==> config.mk <==
export PLATFORM = sky130hd
export DESIGN_NAME = screen_state_ctrl
export DESIGN_NICKNAME = d
export VERILOG_FILES = /design/src/rtl/screen_state_ctrl.sv
export SDC_FILE = /design/constraint.sdc
export NUM_CORES = 1
export LEC_CHECK = 0
export BUFFER_PORTS_ARGS = -buffer_cell sky130_fd_sc_hd__buf_2
export CAP_MARGIN = 20
export CORE_MARGIN = 2
export CORE_UTILIZATION = 35
export CTS_CLUSTER_SIZE = 20
export DETAILED_ROUTE_END_ITERATION = 8
export GPL_TIMING_DRIVEN = 0
export HOLD_SLACK_MARGIN = 0.05
export SKIP_LAST_GASP = 1
export SLEW_MARGIN = 20
export SYNTH_ARGS = -nofsm -noshare
export SYNTH_HDL_FRONTEND = slang
export SYNTH_SLANG_ARGS = --single-unit
==> constraint.sdc <==
create_clock -name clk -period 1.9 [get_ports clk]
set_input_delay 0.19 -clock clk [delete_from_list [all_inputs] [get_ports clk]]
set_output_delay 0.19 -clock clk [all_outputs]
set_load 0.01 [all_outputs]
==> src/rtl/screen_state_ctrl.sv <==
// Arkanoid screen sequencer: tracks lives, holds LOST/DEAD/WIN screens for a number of
// frames and drives the renderer selects. Define SCREEN_BLINK_EN to blink text in INIT/DEAD/WIN.
module screen_state_ctrl #(
  parameter int unsigned LIVES       = 3,
  parameter int unsigned HOLD_FRAMES = 120
`ifdef SCREEN_BLINK_EN
  ,
  parameter int unsigned BLINK_FRAMES = 30
`endif
) (
  input  logic       clk,
  input  logic       rst,
  input  logic       frame_tick,
  input  logic       start_btn,
  input  logic       ball_lost,
  input  logic       level_clear,
  output logic       init,
  output logic       dead,
  output logic       win,
  output logic       play,
  output logic       show_text,
  output logic [2:0] lives,
  output logic       new_game,
  output logic       respawn
);

  typedef enum logic [2:0] {
    ST_INIT,
    ST_PLAY,
    ST_LOST,
    ST_DEAD,
    ST_WIN
  } state_e;

  localparam logic [2:0] LIVES_INIT = 3'(LIVES);
  localparam logic [7:0] HOLD_CNT   = 8'(HOLD_FRAMES);

  state_e     state_q, state_d;
  logic [7:0] fcnt_q, fcnt_d;
  logic [2:0] lives_q, lives_d;
  logic       start_q;
  logic       start_rise;
  logic       entry;
  logic       init_q, init_d;
  logic       dead_q, dead_d;
  logic       win_q, win_d;
  logic       play_q, play_d;
  logic       new_game_q, new_game_d;
  logic       respawn_q, respawn_d;

  assign start_rise = start_btn & ~start_q;

  // NOTE: every signal written here gets a default first, so no path leaves it unassigned
  // and no latch is inferred.
  always_comb begin
    state_d    = state_q;
    lives_d    = lives_q;
    new_game_d = 1'b0;
    respawn_d  = 1'b0;

    case (state_q)
      ST_INIT: begin
        if (start_rise) begin
          state_d    = ST_PLAY;
          new_game_d = 1'b1;
          lives_d    = LIVES_INIT;
        end
      end
      ST_PLAY: begin
        // A simultaneous ball loss is forgiven when the level is cleared.
        if (level_clear) begin
          state_d = ST_WIN;
        end else if (ball_lost) begin
          if (lives_q != 3'd0) lives_d = lives_q - 3'd1;
          state_d = (lives_q > 3'd1) ? ST_LOST : ST_DEAD;
        end
      end
      ST_LOST: begin
        if (fcnt_q == HOLD_CNT) begin
          state_d   = ST_PLAY;
          respawn_d = 1'b1;
        end
      end
      ST_DEAD, ST_WIN: begin
        if (start_rise && (fcnt_q >= HOLD_CNT)) state_d = ST_INIT;
      end
      default: state_d = ST_INIT;
    endcase

    entry = (state_d != state_q);

    // Entry clears the count and swallows any tick in the same clock; 255 saturates.
    if (entry) begin
      fcnt_d = 8'd0;
    end else if (frame_tick && (fcnt_q != 8'hFF)) begin
      fcnt_d = fcnt_q + 8'd1;
    end else begin
      fcnt_d = fcnt_q;
    end

    init_d = (state_d == ST_INIT);
    dead_d = (state_d == ST_DEAD);
    win_d  = (state_d == ST_WIN);
    play_d = (state_d == ST_PLAY);
  end

  // NOTE: state registers use non-blocking assignments so every flop samples pre-edge values.
  always_ff @(posedge clk) begin
    if (rst) begin
      state_q    <= ST_INIT;
      fcnt_q     <= 8'd0;
      lives_q    <= LIVES_INIT;
      start_q    <= 1'b0;
      init_q     <= 1'b1;
      dead_q     <= 1'b0;
      win_q      <= 1'b0;
      play_q     <= 1'b0;
      new_game_q <= 1'b0;
      respawn_q  <= 1'b0;
    end else begin
      state_q    <= state_d;
      fcnt_q     <= fcnt_d;
      lives_q    <= lives_d;
      start_q    <= start_btn;
      init_q     <= init_d;
      dead_q     <= dead_d;
      win_q      <= win_d;
      play_q     <= play_d;
      new_game_q <= new_game_d;
      respawn_q  <= respawn_d;
    end
  end

`ifdef SCREEN_BLINK_EN
  localparam logic [7:0] BLINK_LAST = 8'(BLINK_FRAMES - 1);

  logic [7:0] bcnt_q, bcnt_d;
  logic       show_text_q, show_text_d;
  logic       blink_screen;

  always_comb begin
    bcnt_d       = bcnt_q;
    show_text_d  = show_text_q;
    blink_screen = (state_d == ST_INIT) || (state_d == ST_DEAD) || (state_d == ST_WIN);

    // Each blinking screen starts on its visible phase.
    if (!blink_screen || entry) begin
      bcnt_d      = 8'd0;
      show_text_d = 1'b1;
    end else if (frame_tick) begin
      if (bcnt_q == BLINK_LAST) begin
        bcnt_d      = 8'd0;
        show_text_d = ~show_text_q;
      end else begin
        bcnt_d = bcnt_q + 8'd1;
      end
    end
  end

  always_ff @(posedge clk) begin
    if (rst) begin
      bcnt_q      <= 8'd0;
      show_text_q <= 1'b1;
    end else begin
      bcnt_q      <= bcnt_d;
      show_text_q <= show_text_d;
    end
  end

  assign show_text = show_text_q;
`else
  assign show_text = 1'b1;
`endif

  assign init     = init_q;
  assign dead     = dead_q;
  assign win      = win_q;
  assign play     = play_q;
  assign lives    = lives_q;
  assign new_game = new_game_q;
  assign respawn  = respawn_q;

endmodule

Word-level counts from Yosys, hierarchy flattened
Index checks and enable logic that the tools add are counted.
- register bits after elaboration: 21
- input port bits: 6
- output and inout port bits: 10
- add/subtract/negate cells: 2
- magnitude comparators: 2
- equal/unequal tests: 14
- muxes and demuxes: 14
- bitwise gates (word level): 4
- reductions and logical operators: 11
- operator list (operator ; number):
    two-way mux 3 bit ; 9
    one-hot mux 3 bit (4 select lines) ; 1
    equality test 3 x 2 -> 1 bit (second input constant) ; 3
    adder 8 x 1 -> 8 bit (second input constant) ; 1
    equality test 8 x 7 -> 1 bit (second input constant) ; 1
    >= comparator 8 x 7 -> 1 bit (second input constant) ; 1
    inequality test 2 bit (second input constant) ; 4
    inequality test 8 bit (second input constant) ; 1
    OR reduction 2 bit ; 4
    equality test 3 x 1 -> 1 bit (second input constant) ; 2
    equality test 3 bit (second input constant) ; 2
    logical NOT 3 bit ; 2
    one-hot mux 3 bit (2 select lines) ; 1
    AND reduction 5 bit ; 1
    greater-than comparator 3 x 1 -> 1 bit (second input constant) ; 1
    two-way mux 1 bit ; 3
    inequality test 3 bit ; 1
    inverter 1 bit ; 3
    nonzero test 3 bit ; 1
    subtractor 3 x 1 -> 3 bit (second input constant) ; 1
    logical AND 1 bit ; 2
    nonzero test 2 bit ; 1
    bitwise AND 1 bit ; 1

Depth between registers and ports, before layout
Gate-level depths: netlist of run 1.
- depth after elaboration: 7
- mapped depth: 6

Worst setup path before layout of run 1
Ideal clock, no wire load.
- path type: reg2reg
- start: register state_q[0]
- end: register play_q (netlist: play)
- library setup time: 0.100 ns
- arrival: 1.482 ns
- required time: 1.800 ns
- slack: 0.318 ns
- cell stages (with the launch flop): 4
- buffers on the path: 0
- cells stage by stage: dfxtp_1 or3b_4 o31a_1 a2111oi_4
- cells in the longest elaborated chain, start to end: 4
- elaborated cells on any way between the ends: 13
- classes of those cells: 5 x eq/ne; 6 x mux; 2 x reduce/logical
- ends and longest elaborated chain (item ; line ; text):
    start: declaration ; 38 ; state_e state_q, state_d;
    start signal: assignment ; 121 ; state_q <= state_d;
    equality test 3 x 2 -> 1 bit (tied with other cells) ; 61 ; case (state_q)
    OR reduction 2 bit / two-way mux 3 bit (equally long branches) ; 61, 71 ;
    one-hot mux 3 bit (4 select lines) (*) ; 61 ;
    equality test 3 x 1 -> 1 bit (*) ; 104 ; play_d = (state_d == ST_PLAY);
    end signal: assignment ; 128 ; play_q <= play_d;
    end: declaration ; 47 ; logic play_q, play_d;
Every way passes the cells marked *; elsewhere a longest branch is shown, timed or not.
A chain may end at the register's enable or synchronous reset.

Final worst setup path of run 1
Ends and elaborated chain as after synthesis.

==> results of run 1 <==
==> cells by family after synthesis <==
| logic type | count (synthesis) | share of synthesized area |
|---|---|---|
| simple gates | 47 | 0.238 |
| compound gates | 34 | 0.250 |
| flops | 21 | 0.366 |
| buf+inv | 14 | 0.0490 |
| fa+ha+maj | 5 | 0.0544 |
| xor+xnor | 4 | 0.0305 |
| other cells | 1 | 0.00326 |
| mux | 1 | 0.00871 |
==> routing by layer <==
layer	track usage	wire, um	vias to the layer above
met5	0	0	-
met4	0.0404	30	0
met3	0.0504	106	5
met2	0.248	1150	19
met1	0.182	1130	459
li1	-	-	505
==> path summary, 6_finish.rpt <==
path                               from                    end  slack (ns)
hold reg to reg   lives[1]$_SDFFE_PP1P_  lives[1]$_SDFFE_PP1P_        0.58
setup / recovery  state_q[0]$_SDFF_PP0_        play$_SDFF_PP0_        0.11
hold / removal                start_btn     start_q$_SDFF_PP0_        0.14
setup reg to reg  state_q[0]$_SDFF_PP0_        play$_SDFF_PP0_        0.11
==> power by group <==
group,internal [W],switching [W]
logic,0.0000742,0.000103
clock network,0.0000787,0.000148
registers,0.000462,0.0000167
total,0.000615,0.000268
==> through the flow <==
stage | hold WS, ns | setup slack, ns | power, W | utilization
final | 0.145 | 0.114 | 0.000883 | 0.431
after global placement | 0.461 | 0.130 | 0.000656 | 0.414
after floorplan | 0.318 | 0.318 | 0.000612 | -
after global routing | 0.139 | 0.0118 | 0.000940 | 0.431
after detailed placement | 0.474 | 0.119 | 0.000660 | 0.414
after CTS | 0.138 | 0.0989 | 0.000886 | 0.423
==> cells in the mapped netlist, drive strengths merged (2+ instances only) <==
cell type,count,share of area
a31oi,2,0.011
nand2,3,0.0098
nor2b,7,0.038
nand4,2,0.011
clkbuf,4,0.013
a211oi,4,0.026
nor2,7,0.023
dfxtp,21,0.37
a21oi,7,0.034
or2,2,0.011
nand3,4,0.017
inv,9,0.029
and2,2,0.011
a2111oi,3,0.050
o21ai,3,0.013
ha,5,0.054
and4,2,0.015
xnor2,4,0.030
nor3,8,0.035
o22ai,2,0.016
a21o,2,0.013
and3,3,0.016
==> layout make-up <==
class | instances | area [um^2] | share of cell area
repair buffers | 15 | 77.6 | 0.0584
plain buffers | 4 | 18.8 | 0.0141
inverters | 9 | 33.8 | 0.0254
flip-flops and latches | 21 | 420 | 0.317
multi-input cells | 92 | 694 | 0.523
clock buffers | 3 | 22.5 | 0.0170
well taps | 44 | 55.1 | 0.0415
clock inverters | 1 | 5.00 | 0.00377
==> timing repair <==
item / CTS / global route
buffers inserted: 0 / 1
hold buffers: 0 / 0
gates resized for setup: 0 / 3
endpoints found under the setup margin: 0 / 8
==> impl_metrics.json, run 1 <==
{
  "outcome": "completed",
  "worst-endpoint-required_ns": 2.13,
  "clkLatencyLatePin_ns": 0.31,
  "critPathTopFamily": "compound AO/OA/AOI/OAI gates",
  "grt_pass1_vias": 992,
  "io_buffers": 14,
  "synth.net_count": 138,
  "critPathSlowestCell": "dfxtp_1",
  "drive_gt1_frac": 0.207,
  "grt_use_total": 0.148,
  "io_pins": 16,
  "fin_skew_ns": 0.00977,
  "final_common_cell": "dfxtp_1",
  "antenna_found_initial": 0,
  "path_buf_inv": 0,
  "maxCapViolCount": 0,
  "place_area_um2": 1270,
  "cp_max_fo": 9,
  "seq_area_frac_synth": 0.366,
  "tightest_slew_ns": 0.518,
  "crit_path_max_incr_delay_ns": 0.51,
  "timing.setup.tns_ns": 0,
  "clk_pin_slew_ns": 0.13,
  "fin_nets": 157,
  "dp_cells": 185,
  "clock_sinks": 21,
  "die_w_um": 61.3,
  "grt_pass1_wl_um": 4240,
  "vias_per_cell": 5.23,
  "hold_path_class": "in -> reg",
  "post-route-period-util": 0.940,
  "crit_type": "reg -> reg",
  "wire_per_inst_um": 12.8,
  "first_iter_violations": 70,
  "die_height_um": 61.3,
  "antennaDiodeCount": 0,
  "hpwlAfterDp_um": 1770,
  "die-area_um2": 3760,
  "finalInstanceArea_um2": 1330,
  "cp.arrival_ns": 2.02,
  "synth_flop_cell": "dfxtp_1",
  "reg2regPathDepth": 3,
  "numCtsBuffers": 3,
  "core_region_area_um2": 3080,
  "yosysUniqueCellTypes": 47,
  "synth_edf_count": 0,
  "antenna_left": 0,
  "grt-ovfl-total": 0,
  "drc": 0,
  "final_cell_mix": "dfxtp_1 (21), buf_2 (14), inv_1 (9), nor3_1 (8)",
  "regMostFlops": "fcnt_q",
  "rsz0062_at_grt": "no",
  "vias": 988,
  "path_depth": 3,
  "grt_max_degree": 13,
  "ir_worst_vdd_uv": 323,
  "holdPathStages": 2,
  "rows": 20,
  "syn_area_um2": 1150,
  "slew_headroom": 0.655,
  "p_leak_nw": 0.527,
  "setup_violations": 0,
  "synth_warnings": 0,
  "syn2layout_area_growth_pct": 15.5,
  "synthCells": 127,
  "path_cells": "or3b_4, o31a_1, a2111oi_4",
  "ys_ff_latch": 21,
  "final_max_slew_viol_count": 0,
  "place.gp.congestion": 0.839,
  "crit_path_end_kind": "flip-flop",
  "cts.htree.levels": 1,
  "avgSynthCellArea_um2": 9.05,
  "final_cells": 189,
  "largest_register_ffs": 8,
  "cellPowerDensity_nw_per_um2": 665,
  "cp-start-kind": "flip-flop",
  "drt-total-wl_um": 2420,
  "max_freq_mhz": 560,
  "cts_buffer_depth": 2,
  "async_reset_ff_frac": 0,
  "cts_tree": "built",
  "hold_viol": 0,
  "initial_core_util": 0.374,
  "nFillCells": 324,
  "fin_crit_ns": 1.79,
  "drt-pass1-iter-count": 4,
  "clock-root-buffer": "clkbuf_4"
}
Power figures use the tool's default switching activity.
==> run 2, diff against run 1 <==
clock period = 2.2 ns   (was 1.9 ns; I/O delays follow)
==> impl_metrics.json, run 2 (same netlist as run 1, synthesis figures left out) <==
{
  "final_max_slew_viol_count": 0,
  "worst-endpoint-required_ns": 2.38,
  "grt_max_degree": 13,
  "hold_path_class": "in -> reg",
  "hold_viol": 0,
  "hpwlAfterDp_um": 1770,
  "ir_worst_vdd_uv": 281,
  "startpoint": "fcnt_q[7]$_SDFFE_PP0P_",
  "core_region_area_um2": 3080,
  "die_w_um": 61.3,
  "syn2layout_area_growth_pct": 13.3,
  "clkLatencyLatePin_ns": 0.31,
  "io_buffers": 14,
  "die_height_um": 61.3,
  "crit_path_max_incr_delay_ns": 0.43,
  "largest_register_ffs": 8,
  "cts_tree": "built",
  "fin_crit_ns": 1.80,
  "drt-pass1-iter-count": 4,
  "grt-ovfl-total": 0,
  "grt_pass1_wl_um": 4240,
  "cp.arrival_ns": 1.98,
  "die-area_um2": 3760,
  "grt_pass1_vias": 992,
  "switching_share": 0.302,
  "io_pins": 16,
  "regMostFlops": "fcnt_q",
  "tightest_slew_ns": 0.517,
  "critPathSlowestCell": "nor4b_1",
  "cp-start-kind": "flip-flop",
  "vias": 989,
  "crit_path_end_kind": "flip-flop",
  "timing.setup.tns_ns": 0,
  "antennaDiodeCount": 0,
  "p_switching_w": 0.000229,
  "setup_violations": 0,
  "cts_hold_buf": 0,
  "fin_total_pwr_w": 0.000758,
  "antenna_left": 0,
  "drc": 0,
  "grt_use_total": 0.148,
  "path_buf_inv": 1,
  "outcome": "completed",
  "place.gp.congestion": 0.839,
  "wire_per_inst_um": 12.8,
  "cts_resized": 0,
  "slew_headroom": 0.655,
  "clock_sinks": 21,
  "antenna_found_initial": 0,
  "post-route-period-util": 0.819,
  "r2r-start": "fcnt_q[7]$_SDFFE_PP0P_",
  "numCtsBuffers": 3,
  "initial_core_util": 0.374,
  "final_common_cell": "dfxtp_1",
  "cp_max_fo": 9,
  "critPathTopFamily": "compound AO/OA/AOI/OAI gates",
  "cts_buffer_depth": 2,
  "rsz0062_at_grt": "no",
  "p_int_w": 0.000529,
  "fin_skew_ns": 0.0147,
  "fin_nets": 157,
  "p_comb_frac": 0.197,
  "final_cell_mix": "dfxtp_1 (21), buf_2 (14), inv_1 (9), nor3_1 (8)",
  "cellPowerDensity_nw_per_um2": 582,
  "vias_per_cell": 5.23,
  "cts.htree.levels": 1,
  "drive_gt1_frac": 0.186,
  "pwr-share-clk": 0.257,
  "seqPwrFrac": 0.546,
  "min_from": "start_btn",
  "max_freq_mhz": 555,
  "drt-total-wl_um": 2420,
  "clk_pin_slew_ns": 0.13,
  "cts_setup_buffers": 0,
  "path_cells": "clkbuf_1, nor4b_1, o22ai_1, a21oi_2, nor4_1",
  "rows": 20,
  "maxCapViolCount": 0,
  "first_iter_violations": 59,
  "clock-root-buffer": "clkbuf_4",
  "p_leak_nw": 0.520,
  "crit_type": "reg -> reg"
}
run 2: path summary, 6_finish.rpt:
path / end / slack, ns / cells past startpoint
max reg2reg: fcnt_q[2]$_SDFFE_PP0P_ / 0.40 / 5
max: fcnt_q[2]$_SDFFE_PP0P_ / 0.40 / 5
min reg2reg: fcnt_q[6]$_SDFFE_PP0P_ / 0.57 / 1
min: start_q$_SDFF_PP0_ / 0.17 / 2
run 2: power groups by stage:
stage               clock network (W)  registers [W]  logic, W
floorplan                           0       0.000425  0.000103
global placement                    0       0.000421  0.000146
detailed placement                  0       0.000422  0.000149
CTS                          0.000202       0.000413  0.000150
global route                 0.000223       0.000416  0.000169
finish                       0.000195       0.000413  0.000150
run 2: metal layers:
metal	share of wire	global-route usage	up-vias
met5	0	0	-
met4	0.010	0.0404	0
met3	0.042	0.0504	4
met2	0.47	0.248	22
met1	0.48	0.182	461
li1	-	-	502
run 2: worst register-to-register path: cells and delay by family (launching register included):
family / cells / cell delay, ns
flops: 1 / 0.32
compound gates: 2 / 0.62
simple gates: 2 / 0.55
buf+inv: 1 / 0.20
run 2: through the flow:
stage	instance area (um^2)	utilization	hold slack [ns]	cells	worst slack, ns
after floorplan	1150	-	0.348	127	0.618
after global placement	1270	0.414	0.491	185	0.430
after detailed placement	1270	0.414	0.504	185	0.419
after CTS	1300	0.423	0.168	189	0.399
after global routing	1300	0.423	0.165	189	0.160
final	1300	0.423	0.171	189	0.399
run 2: area by class of cell:
type | instances | area [um^2]
flip-flops and latches | 21 | 420
multi-input cells | 92 | 673
well taps | 44 | 55.1
fillers | 330 | 1780
repair buffers | 14 | 70.1
plain buffers | 5 | 22.5
clock inverters | 1 | 5.00
inverters | 9 | 33.8
clock buffers | 3 | 22.5
==> run 3, diff against run 2 <==
ABC_AREA = 1   (was default)
clock period = 1.6 ns   (was 2.2 ns; I/O delays follow)
==> impl_metrics.json, run 3 <==
{
  "place.gp.congestion": 0.798,
  "rsz0062_at_grt": "no",
  "synth_compound_area_frac": 0.0567,
  "synth_top_area_cell": "dfxtp_1",
  "ys_ff_latch": 21,
  "cts_buffer_depth": 2,
  "post-route-period-util": 0.901,
  "syn2layout_area_growth_pct": 12.2,
  "grt-ovfl-total": 0,
  "avgSynthCellArea_um2": 7.87,
  "final_max_slew_viol_count": 0,
  "synthCells": 157,
  "clock-root-buffer": "clkbuf_4",
  "cp_max_fo": 7,
  "io_buffers": 13,
  "antenna_left": 0,
  "rows": 21,
  "hold_path_class": "in -> reg",
  "die-area_um2": 4020,
  "synth-simple-area-share": 0.424,
  "clk_pin_slew_ns": 0.13,
  "p_leak_nw": 0.589,
  "cts.htree.levels": 1,
  "synth_flop_cell": "dfxtp_1",
  "p_comb_frac": 0.201,
  "fin_nets": 186,
  "maxCapViolCount": 0,
  "numCtsBuffers": 3,
  "die_w_um": 63.4,
  "muxShareOfSynthArea": 0,
  "die_height_um": 63.4,
  "fin_crit_ns": 1.44,
  "ir_worst_vdd_uv": 356,
  "synth_edf_count": 0,
  "outcome": "completed",
  "seqPwrFrac": 0.541,
  "first_iter_violations": 50,
  "cp.arrival_ns": 1.70,
  "final_common_cell": "nand2_1",
  "vias": 987,
  "synthTopCellsByArea": "dfxtp_1 (34%), nand2_1 (9.1%), nor3_2 (8.1%)",
  "drive_gt1_frac": 0.328,
  "regMostFlops": "fcnt_q",
  "initial_core_util": 0.367,
  "max_freq_mhz": 693,
  "syn_area_um2": 1230,
  "final_cell_mix": "nand2_1 (30), inv_1 (22), dfxtp_1 (21), buf_2 (14), nor2_1 (12)",
  "grt_pass1_vias": 968,
  "cts_setup_buffers": 0,
  "drt-pass1-iter-count": 4,
  "setup_violations": 0,
  "synth_top_area_frac": 0.340,
  "vias_per_cell": 4.49,
  "yosysUniqueCellTypes": 34,
  "p_int_w": 0.000718,
  "clock_sinks": 21,
  "cts_hold_buf": 0,
  "async_reset_ff_frac": 0,
  "grt_pass1_wl_um": 4120,
  "yosys-top-cells-count": "nand2_1 (30), inv_1 (22), dfxtp_1 (21)",
  "synthAdderAreaFrac": 0.0507,
  "cp-start-kind": "flip-flop",
  "final_util": 0.412,
  "nFillCells": 384,
  "worst-endpoint-required_ns": 1.86,
  "grt_use_total": 0.126,
  "cellPowerDensity_nw_per_um2": 758,
  "crit_path_end_kind": "flip-flop",
  "synth_top_family_by_area": "simple AND/OR/NAND/NOR gates",
  "fin_skew_ns": 0.00408,
  "hpwlAfterDp_um": 1820,
  "grt_max_degree": 13,
  "pwr-share-clk": 0.258,
  "synth_warnings": 0,
  "cts_tree": "built",
  "yosysMostFrequentCell": "nand2_1",
  "yosys.area_share.xor_xnor": 0.0284,
  "switching_share": 0.316,
  "hold_viol": 0,
  "wire_per_inst_um": 10.3,
  "drt-total-wl_um": 2270,
  "largest_register_ffs": 8,
  "synth.net_count": 168,
  "cts_resized": 0,
  "io_pins": 16,
  "seq_area_frac_synth": 0.340,
  "drc": 0,
  "clkLatencyLatePin_ns": 0.31,
  "timing.setup.tns_ns": 0,
  "p_switching_w": 0.000332,
  "crit_type": "reg -> reg",
  "core_region_area_um2": 3360,
  "antenna_found_initial": 0,
  "antennaDiodeCount": 0
}
## run 3: cell types whose count changed after synthesis, sizes merged, moves of 6 or more
cell   previous run  this run
nand2             3        37
inv               9        28
nor2              7        19
nand3             4        13
nor2b             7         0
a21oi             7         1
## run 3: area by class of cell
cell class	instances	area (um^2)	share of cell area
Multi-Input combinational cell	106	694	0.501
Sequential cell	21	420	0.304
Inverter	28	108	0.0777
Timing Repair Buffer	13	65.1	0.0470
Tap cell	46	57.6	0.0416
Clock buffer	3	22.5	0.0163
Buffer	2	12.5	0.00903
Clock inverter	1	5.00	0.00361
## run 3: cell families (layout without fill, tap and decap cells)
group	count (synthesis)	in the layout
other	1	1
buffers and inverters	30	47
adder cells (fa/ha/maj)	5	5
XOR/XNOR	4	4
flip-flops	21	21
AO/OA/AOI/OAI	10	10
AND/OR/NAND/NOR	86	86
## run 3: metrics by stage
step / setup WS, ns / area (um^2) / cells / total power (W) / hold WS (ns)
after floorplan: 0.297 / 1230 / 157 / 0.000739 / 0.285
after global placement: 0.212 / 1360 / 216 / 0.000785 / 0.375
after detailed placement: 0.170 / 1360 / 216 / 0.000794 / 0.391
after CTS: 0.142 / 1390 / 220 / 0.00106 / 0.0562
after global routing: 0.0178 / 1390 / 220 / 0.00111 / 0.0740
final: 0.158 / 1390 / 220 / 0.00105 / 0.0595
## run 3: final timing paths
| path | start | end | slack, ns | cells after the start |
|---|---|---|---|---|
| setup / recovery | fcnt_q[0]$_SDFFE_PP0P_ | fcnt_q[4]$_SDFFE_PP0P_ | 0.16 | 8 |
| hold / removal | start_btn | start_q$_SDFF_PP0_ | 0.06 | 3 |
| setup reg to reg | fcnt_q[0]$_SDFFE_PP0P_ | fcnt_q[4]$_SDFFE_PP0P_ | 0.16 | 8 |
| hold reg to reg | lives[1]$_SDFFE_PP1P_ | lives[1]$_SDFFE_PP1P_ | 0.51 | 2 |
## run 3: power groups by stage
stage	Clock, W	Sequential [W]	Combinational, W
after floorplan	0	0.000586	0.000153
after global placement	0	0.000579	0.000206
after detailed placement	0	0.000580	0.000214
after CTS	0.000277	0.000568	0.000215
after global routing	0.000302	0.000572	0.000239
final	0.000271	0.000568	0.000211
## run 3: worst max-delay path: stages, from the launching register on
cell and delay [ns]:
dfxtp_1 0.39, ha_1 0.21, nand2_2 0.06, nor2_2 0.12
nand3_2 0.11, nand2_4 0.12, nor2_2 0.07, xor2_1 0.15
nor3_2 0.16
## run 3: layer usage
layer  vias to the layer above  routed length (um)  GRT usage
met5                         -                   0          0
li1                        525                   -          -
met2                        17                1190      0.226
met1                       443                 985      0.147
met4                         0                  12     0.0245
met3                         2                  85     0.0393
